## src/rtl/om_pkg.sv

```systemverilog
// Shared definitions for the online-multiplier operand feeder: signed-digit
// encodings, controller states and the QM initial-value helper.
package om_pkg;

    localparam logic [1:0] SD_ZERO = 2'b00;
    localparam logic [1:0] SD_NEG  = 2'b01;
    localparam logic [1:0] SD_POS  = 2'b10;
    localparam logic [1:0] SD_ILL  = 2'b11;

    typedef enum logic [1:0] {
        IDLE  = 2'd0,
        LOAD  = 2'd1,
        FLUSH = 2'd2
    } om_state_e;

    // -1 in a (wl+1)-bit two's-complement fraction: only the sign bit set.
    // Callers slice the low wl+1 bits of the result.
    function automatic logic [63:0] qm_init(input int unsigned wl);
        return 64'd1 << wl;
    endfunction

endpackage

```

## src/rtl/om_otfc.sv

```systemverilog
// One digit-serial on-the-fly converter: keeps Q (value so far) and QM (Q minus
// one ulp of the current digit), appending a signed digit without carry ripple.
module om_otfc
    import om_pkg::*;
#(
    parameter int WL = 8,
    parameter int IW = $clog2(WL + 1)
) (
    input  logic          clk,
    input  logic          rst,
    input  logic          clear,
    input  logic          en,
    input  logic [1:0]    digit,
    input  logic [IW-1:0] idx,
    output logic [WL:0]   q_before,
    output logic [WL:0]   q_after
);

    localparam logic [63:0] QM_INIT_W = qm_init(WL);
    localparam logic [WL:0] QM_INIT   = QM_INIT_W[WL:0];

    logic [WL:0] q;
    logic [WL:0] qm;
    logic [WL:0] qm_after;
    logic [WL:0] bit_k;

    // NOTE: every always_comb output gets a default first so no path can leave
    // it unassigned and infer a latch.
    always_comb begin
        bit_k    = (WL + 1)'(1) << idx;
        q_after  = q;
        qm_after = qm;
        case (digit)
            SD_POS: begin
                q_after  = q | bit_k;
                qm_after = q;
            end
            SD_NEG: begin
                q_after  = qm | bit_k;
                qm_after = qm;
            end
            // Zero and the illegal code both append a zero digit.
            default: begin
                q_after  = q;
                qm_after = qm | bit_k;
            end
        endcase
    end

    // NOTE: sequential state uses non-blocking assignments so every register
    // samples its inputs from before the edge.
    always_ff @(posedge clk or posedge rst) begin
        if (rst) begin
            q  <= '0;
            qm <= QM_INIT;
        end else if (clear) begin
            q  <= '0;
            qm <= QM_INIT;
        end else if (en) begin
            q  <= q_after;
            qm <= qm_after;
        end
    end

    assign q_before = q;

endmodule

```

## src/rtl/om_operand_otfc.sv

```systemverilog
// Operand feeder for the radix-2 online multiplier: converts the X and Y digit
// streams to two's complement and emits aligned beats plus DELTA flush beats.
// Optional illegal-digit detection is built when OM_ILLEGAL_CHK_EN is defined.
module om_operand_otfc
    import om_pkg::*;
#(
    parameter int WL_XY = 8,
    parameter int DELTA = 2
) (
    input  logic             clk,
    input  logic             rst,
    input  logic             start,
    input  logic             in_valid,
    output logic             in_ready,
    input  logic [1:0]       x_in,
    input  logic [1:0]       y_in,
    output logic             out_valid,
    output logic [1:0]       x_d,
    output logic [1:0]       y_d,
    output logic [WL_XY:0]   xY_out,
    output logic [WL_XY:0]   yX_out,
    output logic             last,
    output logic             busy,
    output logic             err
);

    localparam int IW = $clog2(WL_XY + 1);
    localparam int FW = $clog2(DELTA + 1);

    om_state_e       state, state_next;
    logic [IW-1:0]   j;
    logic [FW-1:0]   fcnt;
    logic            accept;
    logic            flush_beat;
    logic            flush_last;
    logic [IW-1:0]   idx;
    logic [1:0]      x_dig;
    logic [1:0]      y_dig;
    logic [WL_XY:0]  qx_before, qx_after;
    logic [WL_XY:0]  qy_before, qy_after;

    always_comb begin
        state_next = state;
        accept     = 1'b0;
        flush_beat = 1'b0;
        case (state)
            IDLE: ;
            LOAD: begin
                if (in_valid) begin
                    accept = 1'b1;
                    if (j == IW'(WL_XY)) state_next = FLUSH;
                end
            end
            FLUSH: begin
                flush_beat = 1'b1;
                if (fcnt == FW'(DELTA - 1)) state_next = IDLE;
            end
            default: state_next = IDLE;
        endcase
        // start overrides everything: abort, no beat, the digit is dropped.
        if (start) begin
            state_next = LOAD;
            accept     = 1'b0;
            flush_beat = 1'b0;
        end
    end

    assign flush_last = flush_beat && (fcnt == FW'(DELTA - 1));
    assign idx        = IW'(WL_XY) - j;
    // Converters only see a digit when one is accepted, so outside accept
    // cycles q_after equals q_before.
    assign x_dig      = accept ? x_in : SD_ZERO;
    assign y_dig      = accept ? y_in : SD_ZERO;

    always_ff @(posedge clk or posedge rst) begin
        if (rst) state <= IDLE;
        else     state <= state_next;
    end

    always_ff @(posedge clk or posedge rst) begin
        if (rst) begin
            j    <= '0;
            fcnt <= '0;
        end else if (start) begin
            j    <= IW'(1);
            fcnt <= '0;
        end else begin
            if (accept && (j != IW'(WL_XY))) j <= j + IW'(1);
            if (flush_beat) fcnt <= fcnt + FW'(1);
        end
    end

    om_otfc #(.WL(WL_XY), .IW(IW)) u_conv_x (
        .clk      (clk),
        .rst      (rst),
        .clear    (start),
        .en       (accept),
        .digit    (x_dig),
        .idx      (idx),
        .q_before (qx_before),
        .q_after  (qx_after)
    );

    om_otfc #(.WL(WL_XY), .IW(IW)) u_conv_y (
        .clk      (clk),
        .rst      (rst),
        .clear    (start),
        .en       (accept),
        .digit    (y_dig),
        .idx      (idx),
        .q_before (qy_before),
        .q_after  (qy_after)
    );

    // Beat register: X is presented before its append, Y after, matching the
    // X[j-1]*y_j + Y[j]*x_j terms of the online recurrence.
    always_ff @(posedge clk or posedge rst) begin
        if (rst) begin
            out_valid <= 1'b0;
            last      <= 1'b0;
            x_d       <= '0;
            y_d       <= '0;
            yX_out    <= '0;
            xY_out    <= '0;
        end else begin
            out_valid <= accept | flush_beat;
            last      <= flush_last;
            if (accept) begin
                x_d    <= x_in;
                y_d    <= y_in;
                yX_out <= qx_before;
                xY_out <= qy_after;
            end else if (flush_beat) begin
                x_d    <= SD_ZERO;
                y_d    <= SD_ZERO;
                yX_out <= qx_after;
                xY_out <= qy_before;
            end
        end
    end

    assign busy     = (state != IDLE);
    assign in_ready = (state == LOAD);

`ifdef OM_ILLEGAL_CHK_EN
    logic err_q;

    always_ff @(posedge clk or posedge rst) begin
        if (rst)
            err_q <= 1'b0;
        else if (start)
            err_q <= 1'b0;
        else if (accept && ((x_in == SD_ILL) || (y_in == SD_ILL)))
            err_q <= 1'b1;
    end

    assign err = err_q;
`else
    assign err = 1'b0;
`endif

endmodule

```

## config.mk

```make
export PLATFORM = sky130hd
export DESIGN_NAME = om_operand_otfc
export DESIGN_NICKNAME = d
export VERILOG_FILES = /design/src/rtl/om_pkg.sv /design/src/rtl/om_otfc.sv /design/src/rtl/om_operand_otfc.sv
export SDC_FILE = /design/constraint.sdc
export NUM_CORES = 1
export LEC_CHECK = 0
export CAP_MARGIN = 10
export CELL_PAD_IN_SITES_DETAIL_PLACEMENT = 0
export CELL_PAD_IN_SITES_GLOBAL_PLACEMENT = 2
export CORE_AREA = 2 2 107 109
export DETAILED_ROUTE_END_ITERATION = 10
export DIE_AREA = 0 0 109 111
export PLACE_DENSITY_LB_ADDON = 0.1
export SKIP_LAST_GASP = 1
export SYNTH_ARGS = -nofsm -noshare
export SYNTH_HDL_FRONTEND = slang
export SYNTH_SLANG_ARGS = --single-unit
export TNS_END_PERCENT = 1
```

## constraint.sdc

```tcl
create_clock -name clk -period 3.1 [get_ports clk]
set_input_delay 0.62 -clock clk [delete_from_list [all_inputs] [get_ports clk]]
set_output_delay 0.62 -clock clk [all_outputs]
set_load 0.05 [all_outputs]
```

==> flow_summary.ini <==
[drt]
post-route-drc-count = 0
detail_route.vias_per_cell = 5.70
vias = 3692
wl_per_cell_um = 20.0
drt_iter0_markers = 331
first_pass_iters = 5
finalWirelength_mm = 13.0
antenna_left = 0

[timing]
relSlewSlack = 0.405
worstMarginPinSlew_ns = 0.889
setup-tns-final_ns = 0
fin_crit_ns = 2.90
maxSlewViolCount = 0
fin_skew_ns = 0.00516
hold_viol_final = 0
rsz0062_at_grt = no
fin_crit_sh = 0.936
fmax_mhz = 344
setup_viol = 0
timing.hold.ws_ns = 0.476

[synthesis]
ys_top_cells_by_area = dfrtp_1 43%, nand2_1 5.1%, nor2_1 4.6%
ys_ff_latch = 68
yosys.area_share.adder = 0.0356
yosys-top-cells-count = 66 x dfrtp_1, 53 x nand2_1, 47 x nor2_1
ys.warnings.count = 0
syn_avg_cell_area_um2 = 8.99
syn_inst = 430
async_reset_ff_frac = 1.00
synthMuxAreaShare = 0
yosysTopAreaCellShare = 0.427
synth-simple-area-share = 0.209
ys_types = 65
yosysTopAreaCell = dfrtp_1
netlist_area_mm2 = 0.00386
syn-num-nets = 449
synth_compound_area_frac = 0.250
synth_top_family_by_area = compound AO/OA/AOI/OAI gates
synth.most_common_cell = dfrtp_1
yosys_most_used_dff = dfrtp_1
synth_xor_area_frac = 0.00906
synth_edf_count = 0
ys_seq_area_frac = 0.441

[clocking]
numCtsBuffers = 9
clk_pin_slew_ns = 0.06
htreeDepth = 3
hold_buffers = 0
cts_sinks = 68
cts_tree = built
cts_setup_buffers = 0
cts-root-buf = clkbuf_16
ctsLongestPathBuffers = 2
clkLatencyLatePin_ns = 0.34
ctsResizeCount = 0

[die]
core_area_mm2 = 0.0111
dieHeight_um = 111
dieWidth_um = 109
dieArea_mm2 = 0.0121
start_util = 0.349
num_rows = 39
pin_count = 35

[cells_and_area]
syn_to_final_growth_pct = 29.3
fin_nets = 519
diodes = 0
drive_above_1_share = 0.172
nFillCells = 1062

[setup_path]
cp_slowest_cell = clkdlybuf4s50_1
cp-end-kind = flop
cpLargestDelayFamily = simple AND/OR/NAND/NOR gates
r2r-start = state[1]
crit_fanout = 7
r2r_end = xY_out[4]
r2r_slack_ns = 0.45
worstPathRequired_ns = 3.28
crit_path_cell_trace = clkdlybuf4s50_1, nor4bb_2, buf_4, and2_1, inv_1, ha_1, or2_2, a41oi_1, a21oi_1, a311oi_1, a221oi_1
worstSetupStartpointType = input pin
crit_buf_inv = 3
cp_slowest_stage_delay_ns = 0.46
reg2reg_depth = 10
critPathArrivalTime_ns = 3.09
crit_type = input pin to flop

[worst_hold_path]
holdPathEnd = y_d[0]
hp-start = y_d[0]
hold_path_class = flop to flop
hold_depth = 2

[global_route]
grt_pass1_wl_mm = 20.9
grt_max_degree = 29
antenna_found_initial = 0
grt_overflow = 0
grt_pass1_vias = 3636
grt_usage = 0.231

[pwr]
peakVddDrop_v = 0.000227
total_power_mw = 2.67
power_density_mw_per_mm2 = 535
leakage_nw = 2.23

[run]
drv_cap = 0

[place]
dp_hpwl_mm = 9.21
gp_congestion = 0.834
io_buffers = 33

[run_status]
status = completed
[cell usage in the layout (no fill, tap or decap), drive strengths merged, types with 3 or more instances in the layout]
master	n
a31oi	8
and4b	3
nor3	6
a21o	3
a311oi	5
a21oi	13
nand3	12
o21ai	31
nor2	47
nor2b	8
a211oi	9
nor4bb	3
nand2	53
and2	5
buf	52
or2	3
clkbuf	13
ha	11
clkdlybuf4s50	33
dfrtp	66
a32oi	4
a32o	3
a222oi	6
a22oi	15
or3	3
a221o	5
xnor2	3
a221oi	10
and3	7
inv	25
[layout make-up]
type | count | area, um2 | area share
multi-input combinational | 310 | 1960 | 0.392
clock inverter | 3 | 67.6 | 0.0135
sequential | 68 | 1700 | 0.341
clock buffer | 13 | 270 | 0.0541
inverter | 26 | 97.6 | 0.0195
tap | 143 | 179 | 0.0358
timing repair buffer | 85 | 721 | 0.144
[stage by stage]
stage          std cells   util  cell area, um2  setup WS (ns)
2_1_floorplan        430      -            3870         0.0268
3_3_place_gp         632  0.421            4660        -0.0619
3_5_place_dp         632  0.421            4660         -0.127
4_1_cts              648  0.451            5000          0.223
5_1_grt              648  0.451            5000         0.0520
6_report             648  0.451            5000          0.197
[how the worst max path moves through the flow]
stage / startpoint / to / slack (ns) / cells after the start
5_1_grt: in_valid / u_conv_x.qm[0] / 0.05 / 14
3_5_place_dp: in_valid / xY_out[1] / -0.13 / 9
6_report: in_valid / xY_out[4] / 0.20 / 11
4_1_cts: in_valid / xY_out[1] / 0.22 / 9
3_3_place_gp: in_valid / xY_out[4] / -0.06 / 9
2_1_floorplan: start / xY_out[4] / 0.03 / 10
[flip-flops by register name, indices dropped and copies added (netlist names)]
signal	flops
u_conv_y.q_before	9
last	1
j	4
u_conv_x.q_before	9
u_conv_y.qm	9
xY_out	9
state	2
yX_out	9
x_d	2
u_conv_x.qm	9
y_d	2
fcnt	2
out_valid	1
[cell families after synthesis]
kind of cell,count (synthesis)
AO/OA/AOI/OAI,130
XOR/XNOR,4
adder cells (fa/ha/maj),11
buffers and inverters,52
flip-flops,68
other,1
AND/OR/NAND/NOR,164
[layer usage]
layer | GRT usage | vias to the layer above | wire length (um)
met5 | 0 | - | 0
met4 | 0.0966 | 0 | 299
met3 | 0.0347 | 24 | 558
met2 | 0.334 | 107 | 5820
met1 | 0.339 | 1839 | 6290
li1 | - | 1722 | -
[where the power goes]
group	internal (mW)	switching [mW]
combinational	0.183	0.357
sequential	0.934	0.0378
clock	0.770	0.391
total	1.89	0.786
[worst min-delay path: cells and delay by family, from the launching register on]
family	cells	cell delay, ns
flops	1	0.34
simple gates	2	0.10
No activity file was read; power rests on OpenSTA's default activity.
==> patch: new RTL, same flow settings <==
Build with the macro `OM_ILLEGAL_CHK_EN` defined.
--- a/src/rtl/om_operand_otfc.sv
+++ b/src/rtl/om_operand_otfc.sv
@@ -1,6 +1,8 @@
 // Operand feeder for the radix-2 online multiplier: converts the X and Y digit
 // streams to two's complement and emits aligned beats plus DELTA flush beats.
 // Optional illegal-digit detection is built when OM_ILLEGAL_CHK_EN is defined.
+`define OM_ILLEGAL_CHK_EN
+
 module om_operand_otfc
     import om_pkg::*;
 #(
Check against the original RTL: not equivalent (a bounded check fails within 4 cycles, from zero or initial values and one cycle with rst high).
==> patch against the unedited design <==
- sequential power grew 2%
- count of clock-buffer cells in the layout shrank 3
- cell count decreased by 13%
- routed wire length fell by 16%
- non-clock buffer count fell by 26
- cell area fell by 11%
- sequential cell count up 1
- clock skew hardly changed
- largest cell class is now registers
- worst setup slack gained 83 ps
- total power is 5.5% lower
- sequential share of layout area rose by 4.7 points
- synthesized area is 9.2% lower
==> patch: results (changes against the unedited design) <==
- Max Clock Skew: 5.64 ps (+0.474 ps)
- Seq/Total Area, Yosys: 49.3% (+5.2 points)
- Hold_sp: x_d[0]$_DFFE_PP0P_
- Pin count of the biggest net entering global routing: 52 (+79%)
- Met1 Use GR: 27.4% (-6.5 points)
- Syn nets: 378 (-16%)
- Async SR Flop Fraction: 100% (unchanged)
- Post-synth top cells: dfrtp_1 (67), nand2_1 (38), nor2_1 (35)
- Slew HR: 52.1% (+12 points)
- Crit Path Max Fanout: 4 (-3)
- GRT met2 Usage: 29.4% (-4.0 points)
- Ys Warns: 0 (unchanged)
- Maximum vdd drop: 285 uV (+25%)
- Setup crit start: in_valid
- Detailed Place HPWL: 7270 um (-21%)
- CP Data Arrival Time: 3010 ps (-80 ps)
- Layout cell share with drive strength beyond 1: 14.3% (-2.9 points)
- First-pass GRT wire length: 17400 um (-17%)
- First-pass detailed-route iteration total: 5 (unchanged)
- Routed len/inst: 19.4 um (-3.0%)
- Ant. Diodes: 0 (unchanged)
- Input/output buffers: 34 (+3.0%)
- Status: complete, no violations
- Cell variety after synth: 52 (-20%)
- Synth top area cells: dfrtp_1 (48%), a22oi_1 (5.3%), nand2_1 (4.1%)
- Resized Gates After CTS: 0 (unchanged)
- Post-CTS Setup Bufs: 0 (unchanged)
- Worst r2r src: state[1]$_DFFE_PP0P_
- Overflow after GRT: 0 (unchanged)
- Pre-CTS WS: -22.3 ps (+105 ps)
- Leak Pwr: 1.89 nW (-16%)
- CTS Buf Count: 9 (unchanged)
- Via count: 2965 (-20%)
- Layout Nets: 434 (-16%)
- Number of global-route vias before repair: 3012 (-17%)
- Crit path largest cell delay: 490 ps (+30 ps)
- Total GRT Usage: 19.1% (-4.0 points)
- Initial antenna violation count: 0 (unchanged)
- Met3 Use GR: 2.65% (-0.82 points)
- Routability cong.: 0.810 (-2.9%)
- Drt first-iter violations: 228 (-31%)
-- patch: cells by family after synthesis --
| group | after synthesis | share of synthesized area, % |
|---|---|---|
| fa+ha+maj | 11 | 3.92 |
| buf+inv | 35 | 4.39 |
| compound gates | 113 | 23.2 |
| mux | 3 | 0.856 |
| xor+xnor | 4 | 0.998 |
| flops | 69 | 49.3 |
| simple gates | 124 | 17.3 |
-- patch: routing by layer --
metal	part of all wire (%)	up-vias
li1	-	1438
met2	47	57
met4	1.4	0
met5	0	-
met3	3.8	11
met1	48	1459
-- patch: where the power goes --
group	switching (mW)	total, mW	internal [mW]	leakage (nW)
logic	0.306	0.457	0.152	0.813
registers	0.0399	0.989	0.949	0.921
clock network	0.428	1.08	0.652	0.153
-- patch: cell type report --
class,instances,area (um^2)
inverters,21,78.8
multi-input cells,255,1630
flip-flops and latches,69,1730
fillers,1109,6610
clock inverters,6,70.1
repair buffers,59,541
well taps,143,179
clock buffers,10,239
-- patch: per-stage QoR --
step | util (%) | area, um^2 | instances | hold slack, ps | setup TNS, ps
floorplan | - | 3510 | 359 | 472 | 0
global placement | 37.5 | 4150 | 547 | 464 | 0
detailed placement | 37.5 | 4150 | 547 | 464 | -34.7
CTS | 40.3 | 4460 | 563 | 478 | 0
global route | 40.3 | 4460 | 563 | 498 | 0
finish | 40.3 | 4460 | 563 | 471 | 0
-- patch: worst paths after layout --
path,endpoint,slack [ps],cells after the start
hold / removal,x_d[0]$_DFFE_PP0P_,470,2
setup / recovery,xY_out[2]$_DFFE_PP0P_,280,11
min in group asynchronous,y_d[0]$_DFFE_PP0P_,630,2
hold reg to reg,x_d[0]$_DFFE_PP0P_,470,2
setup reg to reg,xY_out[2]$_DFFE_PP0P_,530,10
max in group asynchronous,u_conv_y.qm[8]$_DFFE_PP1P_,1790,3
-- patch: critical path, delay by kind of cell --
family	cells	cell delay, ps
compound gates	3	620
fa+ha+maj	1	200
simple gates	5	1030
buf+inv	2	550
